[src/rtl/id_ex_stage.sv]
`default_nettype none
// ============================================================================
// Module      : id_ex_stage
// Description : ID/EX pipeline register for an in-order 5-stage pipeline.
//               Detects load-use hazards against the instruction already in
//               EX and raises a combinational stall so that IF/ID holds while
//               a bubble is written into EX. The register update follows a
//               strict priority on each rising clock edge:
//               hold > flush > load-use bubble > normal load.
// Revision    : 1.0 - initial release
// ----------------------------------------------------------------------------
// Parameters
//   XLEN            datapath width (default 32)
// Optional build macro
//   STALL_COUNT_EN  adds the 32-bit saturating output stall_count, which
//                   counts the load-use bubbles that have been written.
// Ports
//   clk             in   1     rising-edge clock
//   rst_n           in   1     asynchronous active-low reset
//   id_valid        in   1     ID holds a real instruction
//   id_pc           in   XLEN  PC of the ID instruction
//   id_rs1/rs2/rd   in   5     register indices
//   id_uses_rs1/2   in   1     instruction actually reads that source
//   id_rs1_data     in   XLEN  source operand 1
//   id_rs2_data     in   XLEN  source operand 2
//   id_imm          in   XLEN  immediate
//   id_ctrl         in   8     {alu_op[2:0], alu_src, mem_to_reg,
//                               mem_write, mem_read, reg_write}
//   ex_flush        in   1     taken branch/jump resolved in EX
//   ex_hold         in   1     downstream freeze (memory wait)
//   stall           out  1     combinational; hold PC and IF/ID this cycle
//   id_ex_valid     out  1     EX slot holds a real instruction
//   id_ex_*         out  -     registered copies of the ID fields
//   stall_count     out  32    load-use bubbles written (STALL_COUNT_EN only)
// ============================================================================
module id_ex_stage #(
  parameter int XLEN = 32
) (
  input  logic            clk,
  input  logic            rst_n,
  input  logic            id_valid,
  input  logic [XLEN-1:0] id_pc,
  input  logic [4:0]      id_rs1,
  input  logic [4:0]      id_rs2,
  input  logic [4:0]      id_rd,
  input  logic            id_uses_rs1,
  input  logic            id_uses_rs2,
  input  logic [XLEN-1:0] id_rs1_data,
  input  logic [XLEN-1:0] id_rs2_data,
  input  logic [XLEN-1:0] id_imm,
  input  logic [7:0]      id_ctrl,
  input  logic            ex_flush,
  input  logic            ex_hold,
  output logic            stall,
  output logic            id_ex_valid,
  output logic [XLEN-1:0] id_ex_pc,
  output logic [XLEN-1:0] id_ex_rs1_data,
  output logic [XLEN-1:0] id_ex_rs2_data,
  output logic [XLEN-1:0] id_ex_imm,
  output logic [4:0]      id_ex_rs1,
  output logic [4:0]      id_ex_rs2,
  output logic [4:0]      id_ex_rd,
  output logic [7:0]      id_ex_ctrl
`ifdef STALL_COUNT_EN
  ,
  output logic [31:0]     stall_count
`endif
);

  // Position of the mem_read flag inside the control bundle.
  localparam int C_MEM_READ_BIT = 1;

  // --------------------------------------------------------------------------
  // Pipeline register contents
  // --------------------------------------------------------------------------
  logic            r_valid;
  logic [XLEN-1:0] r_pc;
  logic [XLEN-1:0] r_rs1_data;
  logic [XLEN-1:0] r_rs2_data;
  logic [XLEN-1:0] r_imm;
  logic [4:0]      r_rs1;
  logic [4:0]      r_rs2;
  logic [4:0]      r_rd;
  logic [7:0]      r_ctrl;

  // --------------------------------------------------------------------------
  // Load-use hazard detection
  // --------------------------------------------------------------------------
  logic w_ex_is_load;
  logic w_rs1_dep;
  logic w_rs2_dep;
  logic w_load_use;
  logic w_do_bubble;
  logic w_lu_bubble;

  // A load targeting x0 never produces a value anyone waits for.
  assign w_ex_is_load = r_valid && r_ctrl[C_MEM_READ_BIT] && (r_rd != 5'd0);
  assign w_rs1_dep    = id_uses_rs1 && (id_rs1 == r_rd);
  assign w_rs2_dep    = id_uses_rs2 && (id_rs2 == r_rd);
  assign w_load_use   = id_valid && w_ex_is_load && (w_rs1_dep || w_rs2_dep);

  // A flush already kills the dependent ID instruction, so it needs no stall.
  assign stall = ex_hold || (w_load_use && !ex_flush);

  // Edge action selection (hold is handled first in the register block).
  assign w_do_bubble = ex_flush || w_load_use;
  assign w_lu_bubble = !ex_hold && !ex_flush && w_load_use;

  // --------------------------------------------------------------------------
  // ID/EX register update: hold > flush > load-use > load
  // --------------------------------------------------------------------------
  always_ff @(posedge clk or negedge rst_n) begin
    if (!rst_n) begin
      r_valid    <= 1'b0;
      r_pc       <= '0;
      r_rs1_data <= '0;
      r_rs2_data <= '0;
      r_imm      <= '0;
      r_rs1      <= 5'd0;
      r_rs2      <= 5'd0;
      r_rd       <= 5'd0;
      r_ctrl     <= 8'd0;
    end else if (ex_hold) begin
      // Frozen: every field keeps its value. A pending flush is held stable
      // by the frozen EX instruction and is applied once the hold drops.
      r_valid    <= r_valid;
      r_pc       <= r_pc;
      r_rs1_data <= r_rs1_data;
      r_rs2_data <= r_rs2_data;
      r_imm      <= r_imm;
      r_rs1      <= r_rs1;
      r_rs2      <= r_rs2;
      r_rd       <= r_rd;
      r_ctrl     <= r_ctrl;
    end else if (w_do_bubble) begin
      // Bubble: fully zeroed slot so no stale index can match forwarding.
      r_valid    <= 1'b0;
      r_pc       <= '0;
      r_rs1_data <= '0;
      r_rs2_data <= '0;
      r_imm      <= '0;
      r_rs1      <= 5'd0;
      r_rs2      <= 5'd0;
      r_rd       <= 5'd0;
      r_ctrl     <= 8'd0;
    end else begin
      r_valid    <= id_valid;
      r_pc       <= id_pc;
      r_rs1_data <= id_rs1_data;
      r_rs2_data <= id_rs2_data;
      r_imm      <= id_imm;
      r_rs1      <= id_rs1;
      r_rs2      <= id_rs2;
      r_rd       <= id_rd;
      // An invalid slot must never carry side-effecting control.
      r_ctrl     <= id_valid ? id_ctrl : 8'd0;
    end
  end

  assign id_ex_valid    = r_valid;
  assign id_ex_pc       = r_pc;
  assign id_ex_rs1_data = r_rs1_data;
  assign id_ex_rs2_data = r_rs2_data;
  assign id_ex_imm      = r_imm;
  assign id_ex_rs1      = r_rs1;
  assign id_ex_rs2      = r_rs2;
  assign id_ex_rd       = r_rd;
  assign id_ex_ctrl     = r_ctrl;

  // --------------------------------------------------------------------------
  // Optional saturating load-use bubble counter
  // --------------------------------------------------------------------------
`ifdef STALL_COUNT_EN
  localparam logic [31:0] C_CNT_MAX = 32'hFFFF_FFFF;

  logic [31:0] r_stall_count;

  always_ff @(posedge clk or negedge rst_n) begin
    if (!rst_n) begin
      r_stall_count <= 32'd0;
    end else if (w_lu_bubble && (r_stall_count != C_CNT_MAX)) begin
      r_stall_count <= r_stall_count + 32'd1;
    end
  end

  assign stall_count = r_stall_count;
`else
  // Keeps the bubble-select term referenced in the counter-less build.
  logic w_unused;
  assign w_unused = w_lu_bubble;
`endif

endmodule
`default_nettype wire

[config.mk]
export PLATFORM = sky130hd
export DESIGN_NAME = id_ex_stage
export DESIGN_NICKNAME = d
export VERILOG_FILES = /design/src/rtl/id_ex_stage.sv
export SDC_FILE = /design/constraint.sdc
export NUM_CORES = 1
export LEC_CHECK = 0
export CAP_MARGIN = 10
export CORE_ASPECT_RATIO = 1.4
export CORE_MARGIN = 2
export CORE_UTILIZATION = 46
export DETAILED_ROUTE_END_ITERATION = 6
export PLACE_DENSITY = 0.87
export SLEW_MARGIN = 20
export SYNTH_ARGS = -nofsm -noshare
export SYNTH_HDL_FRONTEND = slang
export SYNTH_SLANG_ARGS = --single-unit
export TNS_END_PERCENT = 10
[constraint.sdc]
create_clock -name clk -period 5.7 [get_ports clk]
set_input_delay 1.425 -clock clk [delete_from_list [all_inputs] [get_ports clk]]
set_output_delay 1.425 -clock clk [all_outputs]
set_load 0.005 [all_outputs]
==> run metrics, run 1 <==
max-slew violations 0; CP max stage cell clkdlybuf4s50_1; Peak supply drop 171 µV; CP max FO 3; CP max stage delay 0.54 ns; Lkg Pwr 4.05 nW; die area 0.0162 mm²; reg-to-reg setup timing slack 2.44 ns; Hold WS 0.491 ns; # fillers 1082; Post-DRT Antenna Nets 0; Die Wd 108 µm; post-synth cell types 21; DRC Markers 0; final estimated routing congestion in global placement 0.835; later-pin clock latency in the skew report 0.42 ns; Final Hold Viols 0; Worst Reg-to-Reg Cells 6; critical path data required time 4.28 ns; Pwr per Cell Area 288 mW/mm²; n_diodes 0; via count 7001; RSZ-0062 raised after global routing no; 1st-iter DRT viols 596; worst slew pin tran 1.16 ns; nets 1127; register area share after synthesis 54.4%; clock sinks 152; Initial Util 46.8%; crit start category input port; synth warn 0; setup slack after layout 1.11 ns; Setup violations, final 0; CTS Buf Count 17; most frequent CP cell clkdlybuf4s50_1; CTS tree built; dpl hpwl 14500 µm; Finished Cell Area 0.0107 mm²; CTS Root Cell clkbuf_16; share of cells above drive strength 1 4.79%; largest net degree at the start of global routing 288; total track usage 28.0%; flop and latch count out of synthesis 152; Setup Skew 0.0129 ns; global-route wire length before repair 35900 µm; Die Y-Extent 150 µm; cells resized by post-CTS repair 0; vias in the first global route 6854; initial antenna violation count 0; class of the worst hold path flop to flop; crit-path cells clkdlybuf4s50_1, xnor2_1, nand4_1, o22ai_4, a21o_1, clkdlybuf4s50_1; post-route setup TNS 0 ns; CP endpoint stall; run status completed; reg-to-reg startpoint id_ex_rd[3]; DP Area 0.0101 mm²; Rel. slew slack 22.9%; routed wire length 22900 µm; Synth Net Count 870; cell accounting for the most synthesized area dfrtp_1; Final period util 80.6%; gate count of the mapped netlist 712; core box area 0.0149 mm²; DRT Pass-1 Iters 5; fmax 218 MHz; post-synthesis average cell area 9.81 µm²; pre-CTS setup slack 1.12 ns; # rows 53; critical path arrival 3.17 ns; crit path from id_rs2[0]; Crit Path Category input port to primary output; Max Root-Sink Buffers 2; Hold-fix buffers, CTS 0; endpoint of the worst register-to-register path id_ex_rs1_data[24]; fin crit period 4.59 ns; Yosys top cell area share 54.4%; Layout area overhead 52.7%; num ports 311; Wirelength per Cell 19.5 µm; CP Capture Type primary output; Vias/cell 5.96; Post-Syn Area 0.00699 mm²; H-tree Lvls 4; Port-buffer cells 310; postcts setup bufs 0; max cap viols 0; top cells by area, synth dfrtp_1 (54%), a32oi_1 (19%), nand2_1 (8.3%), o21ai_0 (6.6%), o21ai_1 (4.3%); Worst-path clk slew 0.07 ns; total grt overflow 0
-- cells in the final DEF, fill, tap and decap left out, types with 4 or more instances in the layout --
cell,count
inv_6,6
xnor2_1,10
nand2_1,154
clkdlybuf4s50_1,308
o21ai_1,60
clkbuf_16,17
dfrtp_1,152
a32oi_1,151
inv_8,4
o21ai_0,92
buf_4,9
-- synth_stat cells --
cell        n
xnor2_1    10
clkbuf_2    6
buf_6       1
buf_2      12
nand4_1     2
a21o_1      1
dfrtp_1   152
o21ai_0    92
o22ai_1     1
nor2_1      2
or4_1       1
a32oi_1   151
o21ai_1    60
buf_4       7
buf_1       2
nand2_1   154
and3_1      1
a22oi_1     1
o21ai_2     1
and2_0      1
clkbuf_1   54
-- registers in the layout, indices dropped and copies added (netlist names) --
register and count:
id_ex_valid 1, id_ex_ctrl 8, id_ex_imm 32, id_ex_rs2_data 32
id_ex_rs2 5, id_ex_rs1_data 32, id_ex_pc 32, id_ex_rd 5
id_ex_rs1 5
-- metrics by stage --
stage	std cells	utilization (%)	total power, W
CTS	1173	71.3	0.00310
global placement	1141	67.5	0.00199
global route	1174	71.5	0.00322
finish	1174	71.5	0.00308
floorplan	712	-	0.00152
detailed placement	1141	67.5	0.00201
-- worst max-delay path, delay by kind of cell --
| family | cells | cell delay [ns] |
|---|---|---|
| buffers and inverters | 2 | 1.08 |
| AOI/OAI and AO/OA | 2 | 0.32 |
| and+or+nand+nor | 1 | 0.21 |
| xor gates and xnor gates | 1 | 0.13 |
-- area by class of cell --
class                      count  area (µm²)  share of cell area [%]
sequential                   152        3800                    35.7
timing repair buffer         320        3210                    30.1
multi-input combinational    478        2850                    26.7
clock buffer                  18         439                    4.12
tap                          192         240                    2.25
clock inverter                14         126                    1.18
-- report_power, final --
| part | internal (W) | total, W | leakage [nW] | switching (W) |
|---|---|---|---|---|
| combinational | 0.000412 | 0.000699 | 1.90 | 0.000287 |
| sequential | 0.00121 | 0.00129 | 1.88 | 0.0000849 |
| clock | 0.000589 | 0.00108 | 0.276 | 0.000493 |
| total | 0.00221 | 0.00308 | 4.05 | 0.000865 |
-- worst min-delay path by stage --
stage | from | endpoint | slack (ns) | cells past startpoint
final | id_ex_pc[31] | id_ex_pc[31] | 0.49 | 2
after global routing | id_ex_pc[8] | id_ex_pc[8] | 0.51 | 2
after CTS | id_ex_pc[31] | id_ex_pc[31] | 0.49 | 2
after detailed placement | id_ex_pc[31] | id_ex_pc[31] | 0.48 | 2
after global placement | id_ex_imm[31] | id_ex_imm[31] | 0.47 | 2
after floorplan | id_ex_ctrl[7] | id_ex_ctrl[7] | 0.48 | 2
-- cell families after synthesis --
family | synth area share (%)
and+or+nand+nor | 8.85
xor gates and xnor gates | 1.25
DFF | 54.4
AOI/OAI and AO/OA | 30.2
buffers and inverters | 5.21
-- metal layers --
layer  wire length, µm  vias up  GRT usage [%]
met5                 0        -              0
met4               795        0           11.3
met3              1620       52           7.01
met2             11700      316           46.2
met1              8800     3402           35.1
li1                  -     3231              -
No activity file was read; power rests on OpenSTA's default activity.
==> run 2: changes to the inputs <==
--- a/config.mk
+++ b/config.mk
@@ -8,9 +8,9 @@
 export CAP_MARGIN = 10
 export CORE_ASPECT_RATIO = 1.4
 export CORE_MARGIN = 2
-export CORE_UTILIZATION = 46
+export CORE_UTILIZATION = 38
 export DETAILED_ROUTE_END_ITERATION = 6
-export PLACE_DENSITY = 0.87
+export PLACE_DENSITY = 0.77
 export SLEW_MARGIN = 20
 export SYNTH_ARGS = -nofsm -noshare
 export SYNTH_HDL_FRONTEND = slang
==> constraint.sdc (replaced) <==
create_clock -name clk -period 4.1 [get_ports clk]
set_input_delay 1.025 -clock clk [delete_from_list [all_inputs] [get_ports clk]]
set_output_delay 1.025 -clock clk [all_outputs]
set_load 0.005 [all_outputs]
==> run 2 against run 1 <==
Register-to-register slack lost 1.5 ns. Combinational power grew 38%. Via count shrank 1.9%. Sequential cell count is the same. Clock power grew 42%. Die area grew 20%. Critical endpoint unchanged.
==> run metrics, run 2 (synthesis results as in run 1) <==
run status completed; WP buf/inv 2; class of the worst hold path flop to flop; commonest non-fill, non-tap cell in the layout clkdlybuf4s50_1; WHS Endpoint id_ex_rs2_data[31]; Hold-fix buffers, CTS 0; dpl hpwl 14800 µm; crit-path cells clkdlybuf4s50_1, xnor2_1, nand4_1, o22ai_4, a21o_1, clkdlybuf4s50_1; Die Y-Extent 164 µm; CP max FO 3; via count 6866; crit start category input port; critical path data required time 3.07 ns; post-route setup TNS 0 ns; commonest cells after routing, fill and taps aside clkdlybuf4s50_1 (308), nand2_1 (154), dfrtp_1 (152); reg-to-reg startpoint id_ex_rd[4]; die area 0.0195 mm²; hold_sp id_ex_rs2_data[31]; max cap viols 0; # rows 58; CTS Root Cell clkbuf_16; Power Total 0.00429 W; DRC Markers 0; Pwr per Cell Area 400 mW/mm²; Worst path depth 6; global-route wire length before repair 36600 µm; Worst Reg-to-Reg Cells 6; Max Root-Sink Buffers 2; Top delay family on crit path buffers and inverters; Crit Path Category input port to primary output; Wirelength per Cell 19.0 µm; Die Wd 119 µm; most frequent CP cell clkdlybuf4s50_1; nets 1127; Vias/cell 5.62; largest net degree at the start of global routing 218; routed wire length 23200 µm; total grt overflow 0; 1st-iter DRT viols 700; num ports 311; RSZ-0062 raised after global routing no; critical path arrival 2.78 ns; Setup violations, final 0; Port-buffer cells 310; Peak supply drop 233 µV; Lkg Pwr 4.05 nW; hold depth 2; Worst-path clk slew 0.06 ns; H-tree Lvls 4; Rel. slew slack 35.5%; final estimated routing congestion in global placement 0.856; fin crit period 3.81 ns; clock sinks 152; CTS Buf Count 17; core box area 0.0180 mm²; cells resized by post-CTS repair 0; DRT Pass-1 Iters 5; share of cells above drive strength 1 4.49%; Layout area overhead 53.5%; reg-to-reg setup timing slack 0.92 ns; Final Hold Viols 0; CTS tree built; postcts setup bufs 0; Final period util 92.9%; initial antenna violation count 1; later-pin clock latency in the skew report 0.42 ns; fmax 263 MHz; total track usage 23.4%; max-slew violations 0; worst slew pin tran 0.967 ns; CP max stage cell clkdlybuf4s50_1; Post-DRT Antenna Nets 0; CP max stage delay 0.53 ns; Setup Skew 0.0146 ns; endpoint of the worst register-to-register path id_ex_rs2_data[29]; Initial Util 38.8%; vias in the first global route 6653; CP Capture Type primary output
run 2: worst max-delay path by stage:
stage,startpoint,to
after floorplan,id_rs1[1],stall
after global placement,id_rs1[4],id_ex_rd[4]
after detailed placement,id_rs1[4],id_ex_rd[4]
after CTS,id_rs1[4],stall
after global routing,id_rs1[4],stall
final,id_rs1[4],stall
run 2: metal layers:
layer / global-route usage, % / vias to the layer above / part of all wire (%)
met3: 6.04 / 40 / 6.7
met5: 0 / - / 0
met4: 8.98 / 0 / 2.9
li1: - / 3229 / -
met1: 29.3 / 3320 / 40
met2: 38.9 / 277 / 51
run 2: per-stage QoR:
stage | setup WS (ns) | std cells | cell area [µm²] | hold WS, ns | utilization (%)
6_report | 0.291 | 1221 | 10700 | 0.486 | 59.6
5_1_grt | 0.210 | 1220 | 10700 | 0.514 | 59.6
4_1_cts | 0.288 | 1220 | 10700 | 0.494 | 59.6
3_5_place_dp | 0.207 | 1190 | 10200 | 0.480 | 56.4
3_3_place_gp | 0.214 | 1190 | 10200 | 0.467 | 56.4
2_1_floorplan | 0.903 | 712 | 6990 | 0.481 | -
run 2: cell type report:
type                            instances  area, µm²
Multi-Input combinational cell        478       2850
Tap cell                              240        300
Clock inverter                         11        125
Sequential cell                       152       3800
Antenna cell                            1       2.50
Clock buffer                           19        443
Fill cell                            1554       7270
Timing Repair Buffer                  320       3200
run 2: tightest hold or removal path, stage by stage (launching register included):
cell and delay (ns):
dfrtp_1 0.34, a32oi_1 0.05, o21ai_0 0.06
run 2: power breakdown:
| part | switching (W) | internal [W] | total [W] | leakage (nW) |
|---|---|---|---|---|
| Clock | 0.000624 | 0.000906 | 0.00153 | 0.275 |
| Combinational | 0.000393 | 0.000573 | 0.000966 | 1.89 |
| Sequential | 0.000115 | 0.00168 | 0.00180 | 1.88 |
| Total | 0.00113 | 0.00316 | 0.00429 | 4.05 |
